### config.mk
export PLATFORM = sky130hd
export DESIGN_NAME = vdp_super_vram_sched
export DESIGN_NICKNAME = d
export VERILOG_FILES = /design/src/rtl/vdp_super_sched_pkg.sv /design/src/rtl/vdp_super_rr_arb.sv /design/src/rtl/vdp_super_vram_sched.sv
export SDC_FILE = /design/constraint.sdc
export NUM_CORES = 1
export LEC_CHECK = 0
export CAP_MARGIN = 15
export CELL_PAD_IN_SITES_DETAIL_PLACEMENT = 0
export CELL_PAD_IN_SITES_GLOBAL_PLACEMENT = 1
export CORE_ASPECT_RATIO = 1.4
export CORE_MARGIN = 2
export CORE_UTILIZATION = 27
export CTS_BUF_LIST = sky130_fd_sc_hd__clkbuf_8
export DETAILED_ROUTE_END_ITERATION = 16
export PLACE_DENSITY = 0.87
export REMOVE_ABC_BUFFERS = 1
export SYNTH_ARGS = -nofsm -noshare
export SYNTH_HDL_FRONTEND = slang
export SYNTH_HIERARCHICAL = 1
export SYNTH_SLANG_ARGS = --single-unit
export TNS_END_PERCENT = 5
### constraint.sdc
create_clock -name clk -period 2.56 [get_ports clk]
set_input_delay 0.384 -clock clk [delete_from_list [all_inputs] [get_ports clk]]
set_output_delay 0.384 -clock clk [all_outputs]
set_load 0.005 [all_outputs]
### src/rtl/vdp_super_sched_pkg.sv
// Shared types and defaults for the super-resolution VRAM slot scheduler.
package vdp_super_sched_pkg;

  localparam int DEF_READ_LATENCY = 2;
  localparam int DEF_REFRESH_AT_X = 723;

  typedef enum logic [1:0] {OWN_NONE, OWN_CPU, OWN_CMD} owner_t;
  typedef enum logic [1:0] {IDLE, PENDING, INFLIGHT} port_state_t;

  typedef struct packed {
    owner_t     owner;
    logic [1:0] lane;
    logic       wr;
  } tag_t;

  localparam tag_t TAG_NONE = '{owner: OWN_NONE, lane: 2'd0, wr: 1'b0};

  // Requester life cycle: wait for a slot, then stay busy until the ack retires the access.
  function automatic port_state_t port_next(input port_state_t s, input logic req,
                                            input logic gnt, input logic ack);
    port_state_t n;
    n = s;
    case (s)
      IDLE:     if (req) n = PENDING;
      PENDING:  if (gnt) n = INFLIGHT; else if (!req) n = IDLE;
      INFLIGHT: if (ack) n = IDLE;
      default:  n = IDLE;
    endcase
    return n;
  endfunction

endpackage

### src/rtl/vdp_super_rr_arb.sv
// Two-way round-robin picker; bit 0 is the CPU, bit 1 the command engine.
module vdp_super_rr_arb (
  input  logic       clk,
  input  logic       reset,
  input  logic [1:0] req,
  input  logic       grant_en,
  output logic [1:0] grant
);

  logic prio_q, prio_d;  // 0: CPU favoured on a tie

  always_comb begin
    grant  = 2'b00;
    prio_d = prio_q;
    if (grant_en) begin
      if (req == 2'b11) grant = prio_q ? 2'b10 : 2'b01;
      else              grant = req;
    end
    if (grant[0])      prio_d = 1'b1;
    else if (grant[1]) prio_d = 1'b0;
  end

  always_ff @(posedge clk or posedge reset) begin
    if (reset) prio_q <= 1'b0;
    else       prio_q <= prio_d;
  end

endmodule

### src/rtl/vdp_super_vram_sched.sv
// VRAM slot scheduler for super-res mode: display slot, refresh, requester slots.
// Define VDP_SUPER_CMD_PORT_EN to add the command-engine port and round-robin sharing.
module vdp_super_vram_sched
  import vdp_super_sched_pkg::*;
#(
  parameter int READ_LATENCY = DEF_READ_LATENCY,
  parameter int REFRESH_AT_X = DEF_REFRESH_AT_X
) (
  input  logic        clk,
  input  logic        reset,
  input  logic        vdp_super,
  input  logic [10:0] cx,
  input  logic        super_res_drawing,
  input  logic [16:0] super_res_vram_addr,
  input  logic        cpu_req,
  input  logic        cpu_wr,
  input  logic [18:0] cpu_addr,
  input  logic [7:0]  cpu_wdata,
  output logic        cpu_ack,
  output logic [7:0]  cpu_rdata,
`ifdef VDP_SUPER_CMD_PORT_EN
  input  logic        cmd_req,
  input  logic        cmd_wr,
  input  logic [18:0] cmd_addr,
  input  logic [7:0]  cmd_wdata,
  output logic        cmd_ack,
  output logic [7:0]  cmd_rdata,
`endif
  output logic [16:0] vram_addr,
  output logic        vram_wr,
  output logic [3:0]  vram_be,
  output logic [31:0] vram_wdata,
  output logic        vram_refresh,
  input  logic [31:0] vram_rdata
);

  // Decisions are made one cycle ahead so the bus is registered during the slot itself.
  logic [10:0] cx_next;
  logic        refresh_next, disp_next, req_slot_next;

  always_comb begin
    cx_next       = cx + 11'd1;
    refresh_next  = (cx_next == 11'(REFRESH_AT_X));
    disp_next     = vdp_super && super_res_drawing && (cx[1:0] == 2'd0);
    req_slot_next = !cx[0] && !disp_next && !refresh_next;
  end

  port_state_t cpu_st_q, cpu_st_d;
  logic        cpu_elig, gnt_cpu, gnt_any;
  tag_t        exit_tag;
  logic [7:0]  rd_byte;

  assign cpu_elig = (cpu_st_q == PENDING) && cpu_req;

`ifdef VDP_SUPER_CMD_PORT_EN
  port_state_t cmd_st_q, cmd_st_d;
  logic        cmd_elig, gnt_cmd;
  logic [1:0]  grant;

  assign cmd_elig = (cmd_st_q == PENDING) && cmd_req;

  vdp_super_rr_arb u_arb (
    .clk      (clk),
    .reset    (reset),
    .req      ({cmd_elig, cpu_elig}),
    .grant_en (req_slot_next),
    .grant    (grant)
  );

  assign gnt_cpu = grant[0];
  assign gnt_cmd = grant[1];
  assign gnt_any = gnt_cpu || gnt_cmd;
`else
  assign gnt_cpu = req_slot_next && cpu_elig;
  assign gnt_any = gnt_cpu;
`endif

  owner_t      sel_owner;
  logic        sel_wr;
  logic [18:0] sel_addr;
  logic [7:0]  sel_wdata;

  // NOTE: every always_comb output gets a default first so no path can infer a latch.
  always_comb begin
    sel_owner = OWN_CPU;
    sel_wr    = cpu_wr;
    sel_addr  = cpu_addr;
    sel_wdata = cpu_wdata;
`ifdef VDP_SUPER_CMD_PORT_EN
    if (gnt_cmd) begin
      sel_owner = OWN_CMD;
      sel_wr    = cmd_wr;
      sel_addr  = cmd_addr;
      sel_wdata = cmd_wdata;
    end
`endif
  end

  logic [16:0] addr_q, addr_d;
  logic        wr_q, wr_d, refresh_q;
  logic [3:0]  be_q, be_d;
  logic [31:0] wdata_q, wdata_d;
  tag_t        iss_q, iss_d;
  tag_t        pipe_q [READ_LATENCY];
  tag_t        pipe_d [READ_LATENCY];

  always_comb begin
    addr_d  = '0;
    wr_d    = 1'b0;
    be_d    = '0;
    wdata_d = '0;
    iss_d   = TAG_NONE;
    if (disp_next) begin
      addr_d = super_res_vram_addr;
    end else if (gnt_any) begin
      addr_d  = sel_addr[18:2];
      wr_d    = sel_wr;
      be_d    = sel_wr ? (4'b0001 << sel_addr[1:0]) : 4'hF;
      wdata_d = sel_wr ? {4{sel_wdata}} : 32'h0;
      iss_d   = '{owner: sel_owner, lane: sel_addr[1:0], wr: sel_wr};
    end
    pipe_d[0] = iss_q;
    for (int i = 1; i < READ_LATENCY; i++) pipe_d[i] = pipe_q[i-1];
  end

  assign exit_tag = pipe_q[READ_LATENCY-1];
  assign rd_byte  = vram_rdata[{exit_tag.lane, 3'b000} +: 8];
  assign cpu_ack  = (exit_tag.owner == OWN_CPU);
  assign cpu_rdata = (cpu_ack && !exit_tag.wr) ? rd_byte : 8'h00;
  assign cpu_st_d = port_next(cpu_st_q, cpu_req, gnt_cpu, cpu_ack);
`ifdef VDP_SUPER_CMD_PORT_EN
  assign cmd_ack   = (exit_tag.owner == OWN_CMD);
  assign cmd_rdata = (cmd_ack && !exit_tag.wr) ? rd_byte : 8'h00;
  assign cmd_st_d  = port_next(cmd_st_q, cmd_req, gnt_cmd, cmd_ack);
`endif

  // NOTE: state flops use non-blocking assignments so every flop samples pre-edge values.
  always_ff @(posedge clk or posedge reset) begin
    if (reset) begin
      addr_q    <= '0;
      wr_q      <= 1'b0;
      be_q      <= '0;
      wdata_q   <= '0;
      refresh_q <= 1'b0;
      iss_q     <= TAG_NONE;
      cpu_st_q  <= IDLE;
`ifdef VDP_SUPER_CMD_PORT_EN
      cmd_st_q  <= IDLE;
`endif
      // NOTE: the tag pipeline is reset, unlike a data RAM: a stale tag would fire a false ack.
      for (int i = 0; i < READ_LATENCY; i++) pipe_q[i] <= TAG_NONE;
    end else begin
      addr_q    <= addr_d;
      wr_q      <= wr_d;
      be_q      <= be_d;
      wdata_q   <= wdata_d;
      refresh_q <= refresh_next;
      iss_q     <= iss_d;
      cpu_st_q  <= cpu_st_d;
`ifdef VDP_SUPER_CMD_PORT_EN
      cmd_st_q  <= cmd_st_d;
`endif
      for (int i = 0; i < READ_LATENCY; i++) pipe_q[i] <= pipe_d[i];
    end
  end

  assign vram_addr    = addr_q;
  assign vram_wr      = wr_q;
  assign vram_be      = be_q;
  assign vram_wdata   = wdata_q;
  assign vram_refresh = refresh_q;

endmodule

Word level (Yosys, flattened, before mapping)
Index checks and enable logic that the tools add are counted.
{"block": "op_classes", "n_addsub": 1, "eq_ne": 7, "shifts": 2, "mux": 18, "reduce_logical": 14}
{"operator": "$mux W32", "n": 3}
{"operator": "$mux W17", "n": 2}
{"operator": "$shiftx A32 B6 Y8", "n": 1}
{"operator": "$mux W4", "n": 5}
{"operator": "$add A11 B1 Y11 const B", "n": 1}
{"operator": "$eq A11 B10 Y1 const B", "n": 1}
{"operator": "$mux W2", "n": 4}
{"operator": "$mux W8", "n": 1}
{"operator": "$logic_and A1 B1 Y1", "n": 7}
{"operator": "$pmux W2 S3", "n": 1}
{"operator": "$eq A2 B1 Y1 const B", "n": 2}
{"operator": "$logic_not A1 Y1", "n": 4}
{"operator": "$logic_not A2 Y1", "n": 2}
{"operator": "$ne A2 B2 Y1 const B", "n": 2}
{"operator": "$shl A1 B2 Y4 const A", "n": 1}
{"operator": "$ne A3 B3 Y1 const B", "n": 1}
{"operator": "$reduce_and A3 Y1", "n": 1}
{"operator": "$eq A2 B2 Y1 const B", "n": 1}
{"operator": "$mux W1", "n": 2}
{"block": "word_totals", "ff_bits": 72, "inputBits": 93, "out_inout_bits": 64, "elab_cells": 57}

Depth between registers and ports, before layout
Gate-level depths: netlist of run 1.
{"block": "depth", "ltp_word": 8, "ltp_mapped": 5, "ltp_nobuf": 3}

Worst setup path before layout of run 1
OpenSTA, ideal clock, no wires.
{"block": "synth_path", "kind": "input -> register", "from": "in cx[3]", "to": "reg cpu_st_q[1]", "setup_ps": 140, "arrival_time_ps": 1529, "t_required_ps": 2420, "setup_slack_ps": 891, "stages": 4, "path_buffers": 1, "path_cell_list": "or4b_4 nor3_4 buf_6 o32ai_1"}
{"block": "synth_between", "elab_chain_cells": 7, "elab_cells_between_ends": 9, "classes_between": "add/sub: 1; eq/ne: 2; mux: 2; reduce/logical: 4"}
{"item": "start, declared", "line": "vdp_super_vram_sched.sv:12", "text": "input logic [10:0] cx,"}
{"item": "$add A11 B1 Y11 (*)", "line": "vdp_super_vram_sched.sv:42", "text": "cx_next = cx + 11'd1;"}
{"item": "$eq A11 B10 Y1 (*)", "line": "vdp_super_vram_sched.sv:43", "text": "refresh_next = (cx_next == 11'(REFRESH_AT_X));"}
{"item": "via refresh_next", "line": "vdp_super_vram_sched.sv:39", "text": "logic refresh_next, disp_next, req_slot_next;"}
{"item": "$logic_not A1 Y1 (*)", "line": "vdp_super_vram_sched.sv:45", "text": "req_slot_next = !cx[0] && !disp_next && !refresh_next;"}
{"item": "$logic_and A1 B1 Y1 (*)", "line": "vdp_super_vram_sched.sv:45"}
{"item": "$logic_and A1 B1 Y1 (*)", "line": "vdp_super_vram_sched.sv:74", "text": "assign gnt_cpu = req_slot_next && cpu_elig;"}
{"item": "$ne A3 B3 Y1 (no source line) / $mux W2 (equally long branches)"}
{"item": "$reduce_and A3 Y1 (no source line) / $pmux W2 S3 (equally long branches)"}
{"item": "end signal, assigned", "line": "vdp_super_vram_sched.sv:159", "text": "cpu_st_q <= cpu_st_d;"}
{"item": "end, declared", "line": "vdp_super_vram_sched.sv:48", "text": "port_state_t cpu_st_q, cpu_st_d;"}
The timed path passes the listed nets; every way through them passes the cells marked *.
A chain may end at the register's enable or synchronous reset.

Worst setup path after layout of run 1
{"block": "layout_path", "from": "reg, netlist name exit_tag[1]", "to": "out cpu_rdata[4]"}
{"block": "layout_between", "elab_chain_cells": 2}
{"item": "$shiftx A32 B6 Y8", "line": "vdp_super_vram_sched.sv:127", "text": "assign rd_byte = vram_rdata[{exit_tag.lane, 3'b000} +: 8];"}
{"item": "$mux W8", "line": "vdp_super_vram_sched.sv:129", "text": "assign cpu_rdata = (cpu_ack && !exit_tag.wr) ? rd_byte : 8'h00;"}
{"item": "end, declared", "line": "vdp_super_vram_sched.sv:20", "text": "output logic [7:0] cpu_rdata,"}
No other way between the ends.

==> run_summary.xml, run 1 <==
<?xml version="1.0" encoding="UTF-8"?>
<metrics>
  <group name="routing">
    <metric name="vias" unit="">1793</metric>
    <metric name="drt_pre_antenna_iters" unit="">4</metric>
    <metric name="wirelength" unit="um">5720</metric>
    <metric name="route.top_layer_used" unit="">met4</metric>
    <metric name="route.antenna.remaining_nets" unit="">0</metric>
    <metric name="post_drt_wl_per_cell" unit="um">13.5</metric>
    <metric name="wl_met1" unit="um">2070</metric>
    <metric name="drc_viols" unit="">0</metric>
    <metric name="initialDrtViolationCount" unit="">53</metric>
    <metric name="dr_wl_met3" unit="um">507</metric>
    <metric name="avgViaCountPerCell" unit="">4.25</metric>
    <metric name="met2_wirelength" unit="um">3020</metric>
  </group>
  <group name="floorplan">
    <metric name="placeable_area" unit="um2">7650</metric>
    <metric name="floorplan_die_height" unit="um">108</metric>
    <metric name="horizontal_extent_of_the_die" unit="um">78.5</metric>
    <metric name="floorplan.die_area" unit="um2">8500</metric>
    <metric name="floorplan.rows" unit="">38</metric>
    <metric name="pin_count" unit="">157</metric>
    <metric name="initial_core_util" unit="">0.274</metric>
  </group>
  <group name="worst_setup_path">
    <metric name="setup.worst_path.end_class" unit="">output port</metric>
    <metric name="critical_path_required" unit="ns">2.18</metric>
    <metric name="critical_path_class" unit="">register to output port</metric>
    <metric name="critPathLaunch" unit="">exit_tag[1]$_DFF_PP0_</metric>
    <metric name="critical_path.slowest_cell" unit="">sky130_fd_sc_hd__mux4_2</metric>
    <metric name="crit_path_depth" unit="">3</metric>
    <metric name="startpoint_type" unit="">register</metric>
    <metric name="crit_chain" unit="">mux4_2, nor2b_1, clkdlybuf4s50_1</metric>
    <metric name="worstPathMaxFanout" unit="">8</metric>
    <metric name="worst_path_dominant_cell_family" unit="">multiplexers</metric>
    <metric name="critical_path.reg2reg.startpoint" unit="">cpu_st_q[0]$_DFFE_PP0P_</metric>
    <metric name="critical_path.max_stage_delay" unit="ns">0.53</metric>
    <metric name="timing.critical_path.buf_inv" unit="">1</metric>
    <metric name="cp.arrival" unit="ns">1.94</metric>
    <metric name="ff2ff_path_depth" unit="">4</metric>
  </group>
  <group name="synthesis">
    <metric name="synthCells" unit="">188</metric>
    <metric name="ys_warn_count" unit="">6</metric>
    <metric name="synthSimpleGateAreaFrac" unit="">0.154</metric>
    <metric name="synth_fa_ha_area_frac" unit="">0</metric>
    <metric name="combinational_family_with_the_most_area_after_synthesis" unit="">simple AND/OR/NAND/NOR gates</metric>
    <metric name="synth_sequential_area_ratio" unit="">0.525</metric>
    <metric name="post_synth.cell_area_avg" unit="um2">11.2</metric>
    <metric name="mappedNetlistArea" unit="um2">2100</metric>
    <metric name="synth-compound-area-share" unit="">0.0841</metric>
    <metric name="synth.distinct_cells" unit="">24</metric>
    <metric name="synth_xor_xnor_area_share" unit="">0</metric>
    <metric name="ys_seq_elements" unit="">44</metric>
    <metric name="synth.area.mux_share" unit="">0.0859</metric>
  </group>
  <group name="placement">
    <metric name="dp.final_hpwl" unit="um">4380</metric>
    <metric name="port-buffer-count" unit="">156</metric>
    <metric name="place_congestion" unit="">0.763</metric>
  </group>
  <group name="global_routing">
    <metric name="wire_length_of_the_first_global_routing_pass" unit="um">9080</metric>
    <metric name="grt_pass1_vias" unit="">1912</metric>
    <metric name="grt-ovfl-total" unit="">0</metric>
    <metric name="grt_max_degree" unit="">37</metric>
    <metric name="grtUsageTotal" unit="">0.138</metric>
    <metric name="initial_antenna_violation_count" unit="">0</metric>
  </group>
  <group name="layout">
    <metric name="layout-drive-gt1-share" unit="">0.0807</metric>
    <metric name="nFillCells" unit="">730</metric>
    <metric name="nets" unit="">414</metric>
    <metric name="antenna_cells" unit="">0</metric>
    <metric name="most-common-layout-cells" unit="">sky130_fd_sc_hd__clkdlybuf4s50_1, sky130_fd_sc_hd__dfrtp_1, sky130_fd_sc_hd__nand2_1, sky130_fd_sc_hd__inv_1, sky130_fd_sc_hd__o31ai_1</metric>
    <metric name="area.sequential" unit="um2">1100</metric>
    <metric name="area_growth_syn_to_layout" unit="%">76.3</metric>
    <metric name="multi_input_comb_area" unit="um2">696</metric>
    <metric name="leading_cell_type_in_the_layout_fill_and_taps_excluded" unit="">sky130_fd_sc_hd__clkdlybuf4s50_1</metric>
  </group>
  <group name="sta">
    <metric name="hold_viol_final" unit="">0</metric>
    <metric name="final.period_utilization" unit="">0.906</metric>
    <metric name="final_number_of_setup_violating_endpoints" unit="">0</metric>
    <metric name="setup_repair_after_global_routing_missed_its_margin" unit="">false</metric>
    <metric name="setup_tns_after_final_layout" unit="ns">0</metric>
    <metric name="timing.final.crit_period" unit="ns">2.32</metric>
    <metric name="worst_pin_slew" unit="ns">0.475</metric>
    <metric name="final_max_slew_viol_count" unit="">0</metric>
    <metric name="relSlewSlack" unit="">0.682</metric>
    <metric name="final.setup_skew" unit="ns">0.00567</metric>
    <metric name="timing.fmax" unit="GHz">0.431</metric>
  </group>
  <group name="flow_run">
    <metric name="max_cap_viols" unit="">0</metric>
  </group>
  <group name="power">
    <metric name="leakagePower" unit="nW">1.55</metric>
    <metric name="ir_drop" unit="V">0.000224</metric>
    <metric name="finalPower" unit="W">0.00135</metric>
    <metric name="power_density" unit="nW/um2">365</metric>
  </group>
  <group name="clock_network">
    <metric name="htree_levels" unit="">2</metric>
    <metric name="tritoncts" unit="">done</metric>
    <metric name="tritoncts_num_sinks" unit="">44</metric>
    <metric name="cts_buffer_depth" unit="">2</metric>
    <metric name="number_of_hold_repair_buffers_added_at_the_cts_stage" unit="">0</metric>
    <metric name="cts_buffers" unit="">5</metric>
    <metric name="clk_transition_reported_paths" unit="ns">0.08</metric>
    <metric name="post-cts-setup-buffer-count" unit="">0</metric>
    <metric name="clk_latency" unit="ns">0.29</metric>
    <metric name="post_cts.resized_instances" unit="">0</metric>
    <metric name="clockRootBuffer" unit="">sky130_fd_sc_hd__clkbuf_8</metric>
  </group>
  <group name="status">
    <metric name="status" unit="">completed</metric>
  </group>
  <group name="worst_hold_path">
    <metric name="hold_path_class" unit="">input port to async pin</metric>
  </group>
</metrics>
[registers in the layout, summed over array words and instances (netlist names)]
| name | flops |
|---|---|
| vram_addr | 17 |
| vram_refresh | 1 |
| vram_wdata | 8 |
| cpu_st_q | 2 |
| exit_tag | 4 |
| vram_be | 4 |
| iss_q | 4 |
| pipe_d | 4 |
[Yosys cell counts]
cell type	count	area, um2
sky130_fd_sc_hd__nand2_1	26	97.6
sky130_fd_sc_hd__buf_4	24	180
sky130_fd_sc_hd__nor3b_1	3	22.5
sky130_fd_sc_hd__nor3_4	1	16.3
sky130_fd_sc_hd__nand2b_1	3	18.8
sky130_fd_sc_hd__nor2_1	1	3.75
sky130_fd_sc_hd__nand4_1	1	6.26
sky130_fd_sc_hd__mux4_2	8	180
sky130_fd_sc_hd__o21a_1	1	7.51
sky130_fd_sc_hd__inv_1	19	71.3
sky130_fd_sc_hd__a211oi_1	3	22.5
sky130_fd_sc_hd__buf_6	3	33.8
sky130_fd_sc_hd__nor2b_1	9	56.3
sky130_fd_sc_hd__or4b_4	1	13.8
sky130_fd_sc_hd__o211a_1	1	10.0
sky130_fd_sc_hd__dfrtp_1	44	1100
sky130_fd_sc_hd__o31ai_1	17	128
sky130_fd_sc_hd__or4bb_1	1	11.3
sky130_fd_sc_hd__o32ai_1	1	8.76
sky130_fd_sc_hd__clkbuf_1	7	26.3
sky130_fd_sc_hd__nor4bb_1	1	10.0
sky130_fd_sc_hd__buf_2	1	5.00
sky130_fd_sc_hd__nand3b_1	3	22.5
sky130_fd_sc_hd__nor3_1	9	45.0
[routing by layer]
metal  vias to the layer above  global-route usage
met5                         -                   0
met2                       101               0.253
li1                        876                   -
met3                         8              0.0367
met1                       808               0.147
met4                         0              0.0614
[worst reg2reg max path, stage by stage (launching register included)]
cell	delay (ns)
sky130_fd_sc_hd__dfrtp_1	0.34
sky130_fd_sc_hd__nor2b_1	0.16
sky130_fd_sc_hd__nand4_1	0.11
sky130_fd_sc_hd__buf_4	0.26
sky130_fd_sc_hd__o31ai_1	0.27
[through the flow]
| stage | hold WS [ns] | util | worst slack (ns) | instance area, um2 | instances |
|---|---|---|---|---|---|
| floorplan | 0.331 | - | 0.412 | 1850 | 153 |
| global placement | 0.331 | 0.471 | 0.329 | 3600 | 414 |
| detailed placement | 0.335 | 0.471 | 0.320 | 3600 | 414 |
| CTS | 0.271 | 0.483 | 0.0491 | 3700 | 422 |
| global route | 0.270 | 0.483 | 0.131 | 3700 | 422 |
| finish | 0.276 | 0.483 | 0.240 | 3700 | 422 |
[layout make-up]
type	instances	share of cell area
repair buffers	161	0.436
well taps	100	0.0338
multi-input cells	90	0.188
clock buffers	6	0.0223
flip-flops and latches	44	0.298
inverters	19	0.0193
clock inverters	2	0.00271
[power breakdown]
| part | internal [W] | total [W] | switching, W |
|---|---|---|---|
| Sequential | 0.000698 | 0.000699 | 0.00000103 |
| Clock | 0.000216 | 0.000444 | 0.000229 |
| Combinational | 0.000153 | 0.000206 | 0.0000535 |
| Total | 0.00107 | 0.00135 | 0.000283 |
[worst paths after layout]
path                       slack (ns)                endpoint
setup reg to reg                 1.32  vram_addr[8]$_DFF_PP0_
hold / removal                   0.28    vram_be[1]$_DFF_PP0_
min in group clk                 0.35     pipe_d[3]$_DFF_PP0_
max in group asynchronous        1.77   exit_tag[1]$_DFF_PP0_
setup / recovery                 0.24            cpu_rdata[4]
hold reg to reg                  0.35     pipe_d[3]$_DFF_PP0_
[cells by family after synthesis]
logic type             after synthesis
flip-flops                          44
AND/OR/NAND/NOR                     59
multiplexers                         8
buffers and inverters               54
AO/OA/AOI/OAI                       23
(Power assumes the default switching activity.)
==> run 2: changes to the inputs <==
ABC_CLOCK_PERIOD_IN_PS = 2560   (was unset)
SKIP_LAST_GASP = 1   (was unset)
==> results of run 2 <==
Same layout as run 1: the final DEF is identical, and so are final timing and power.
==> run 3: changes to the inputs <==
SYNTH_HIERARCHICAL = unset   (was 1)
==> results of run 3 <==
Same layout as run 1: the final DEF is identical, and so are final timing and power.
Main changes from that run: Yosys warning count 6 -> 0
==> RTL edit (settings of run 2) <==
Change the package constant `DEF_READ_LATENCY` from 2 to 4.
--- a/src/rtl/vdp_super_sched_pkg.sv
+++ b/src/rtl/vdp_super_sched_pkg.sv
@@ -1,7 +1,7 @@
 // Shared types and defaults for the super-resolution VRAM slot scheduler.
 package vdp_super_sched_pkg;
 
-  localparam int DEF_READ_LATENCY = 2;
+  localparam int DEF_READ_LATENCY = 4;
   localparam int DEF_REFRESH_AT_X = 723;
 
   typedef enum logic [1:0] {OWN_NONE, OWN_CPU, OWN_CMD} owner_t;
Formal check against the unedited RTL: not equivalent (a bounded check fails within 10 cycles, from zero or initial values and one cycle with reset high).
==> RTL edit against run 2 <==
Design area grew 6.5%. Die area grew 9.1%. Core utilization down 0.29 points. Worst setup slack got worse by 0.0033 ns. Sequential share of layout area grew 3.3 points. Clock power up 43%. Hold slack gained 0.077 ns. First-iteration DRC count is 13% lower. Sequential cell count up 8. Total power up 24%. Synthesized area is 9.5% higher. Routed wire length is 6.9% higher. Critical path type unchanged. Critical endpoint is now cpu_rdata[5]. Largest cell class unchanged. Largest power group unchanged.
==> RTL edit: results (changes against run 2) <==
Parameter                              Value

Status
  Status ... complete, no violations

Pwr
  Power spent charging and discharging nets ... 0.310 mW (+9.4%)
  Leakage power figure ... 1.68 nW (+8.1%)
  Largest vdd supply drop ... 0.000277 V (+24%)

Synthesis
  YS warnings ... 6 (unchanged)
  Library cells used by synthesis ... 24 (unchanged)
  Async set-reset flop share out of synthesis ... 100% (unchanged)
  Synth top cells by count ... sky130_fd_sc_hd__dfrtp_1, sky130_fd_sc_hd__nand2_1, sky130_fd_sc_hd__buf_4, sky130_fd_sc_hd__inv_1, sky130_fd_sc_hd__o31ai_1
  Main synth FF type ... sky130_fd_sc_hd__dfrtp_1
  Largest cells by area after synthesis ... sky130_fd_sc_hd__dfrtp_1, sky130_fd_sc_hd__buf_4, sky130_fd_sc_hd__mux4_2
  Syn_area_per_cell ... 11.7 um2 (+5.1%)
  Sequential cell area fraction in the yosys report ... 56.6% (+4.1 points)

Global routing
  Vias in the first global route ... 1,938 (+1.4%)
  Maximum number of pins on one net before global-route repair ... 37 (unchanged)
  Overall fraction of global-route tracks in use ... 12.9% (-0.89 points)
  First-pass GRT wire length ... 9180 um (+1.1%)
  Antenna violations before repair ... 0 (unchanged)

Route
  Total Routed Length ... 6110 um (+6.9%)
  Number of vias per cell ... 4.47 (+5.2%)
  Iter 0 DRT Violations ... 46 (-13%)
  DRT Pass-1 Iters ... 3 (-1)

Final layout
  Area of the multi-input gates ... 696 um2 (unchanged)
  Post-route insts no fill ... 431 (+2.1%)
  Fill cell instance count of the final layout ... 776 (+6.3%)
  Fraction of final layout cells sized beyond drive strength 1 ... 7.60% (-0.48 points)
  Max reg flops ... 17 (unchanged)
  Antenna cell count ... 0 (unchanged)

Worst setup path
  CP Max Fanout ... 8 (unchanged)
  Worst endpoint data arrival time ... 1.94 ns (about the same)
  Cell type group with the largest total delay on the critical path ... flip-flops
  Critical R2R Launch ... cpu_st_q[0]
  Slowest stage delay, CP ... 0.53 ns (about the same)
  Critical path startpoint ... exit_tag[1]
  Slowest-stage cell, CP ... sky130_fd_sc_hd__dfrtp_2

STA
  Setup_tns ... 0 ns (unchanged)
  Worst-Margin Slew ... 0.437 ns (-0.0376 ns)
  Final worst clock skew ... 0.00681 ns (+0.00114 ns)

Hold path
  Worst hold start ... pipe_d[2]
  Hold Path Class ... flop to flop

Placed design
  Post-Place Setup Slack ... 0.314 ns (-0.00628 ns)
  Count of input and output buffers ... 156 (unchanged)
  GPL Wtd Cong ... 0.704 (-7.8%)
  Post-detailed-placement cell area ... 0.00381 mm2 (+5.6%)
  Post-DP HPWL ... 4680 um (+7.0%)
  Total placed cells including tap cells ... 424 (+2.4%)

CTS
  Resized Gates After CTS ... 0 (unchanged)
  TritonCTS buffer count ... 5 (unchanged)
  Clk slew on worst S/H paths ... 0.08 ns (about the same)
  Clock insertion delay at the later pin of the skew report ... 0.30 ns
  Number of H-tree branching levels ... 2 (unchanged)
  Count of buffers added by post-CTS timing repair for setup ... 0 (unchanged)
## RTL edit: final timing paths
check	endpoint	slack, ns	cells after the start
setup / recovery	cpu_rdata[5]	0.24	3
hold / removal	exit_tag[2]	0.35	0
setup reg to reg	vram_addr[2]	1.29	4
hold reg to reg	exit_tag[2]	0.35	0
max in group asynchronous	vram_addr[16]	1.54	3
min in group asynchronous	pipe_d[5]	0.41	2
## RTL edit: worst register-to-register path: cells and delay by family, from the launching register on
family                 cells  cell delay (ns)
flip-flops                 1             0.35
AND/OR/NAND/NOR            2             0.29
AO/OA/AOI/OAI              1             0.29
buffers and inverters      1             0.25
## RTL edit: power by group through the flow
stage	Sequential, mW	Clock [mW]	Combinational, mW
6_report	0.826	0.637	0.209
5_1_grt	0.827	0.693	0.227
4_1_cts	0.826	0.659	0.213
3_5_place_dp	0.842	0	0.212
3_3_place_gp	0.842	0	0.208
2_1_floorplan	0.843	0	0.0433
## RTL edit: kinds of logic after synthesis
group / after synthesis / synth area share (%)
simple gates: 59 / 14.1
buf+inv: 54 / 13.8
flops: 52 / 56.6
compound gates: 23 / 7.68
mux: 8 / 7.84
## RTL edit: area by class of cell
cell class                      count  share of cell area, %
Clock inverter                      2                   1.53
Clock buffer                        5                   1.75
Sequential cell                    52                   33.1
Timing Repair Buffer              161                   40.9
Inverter                           19                   1.81
Tap cell                          102                   3.24
Multi-Input combinational cell     90                   17.7
## RTL edit: routing by layer
layer / global-route usage (%) / wire length [um]
met1: 13.6 / 2140
met3: 4.86 / 729
met2: 23.0 / 3140
met4: 4.56 / 102
met5: 0 / 0
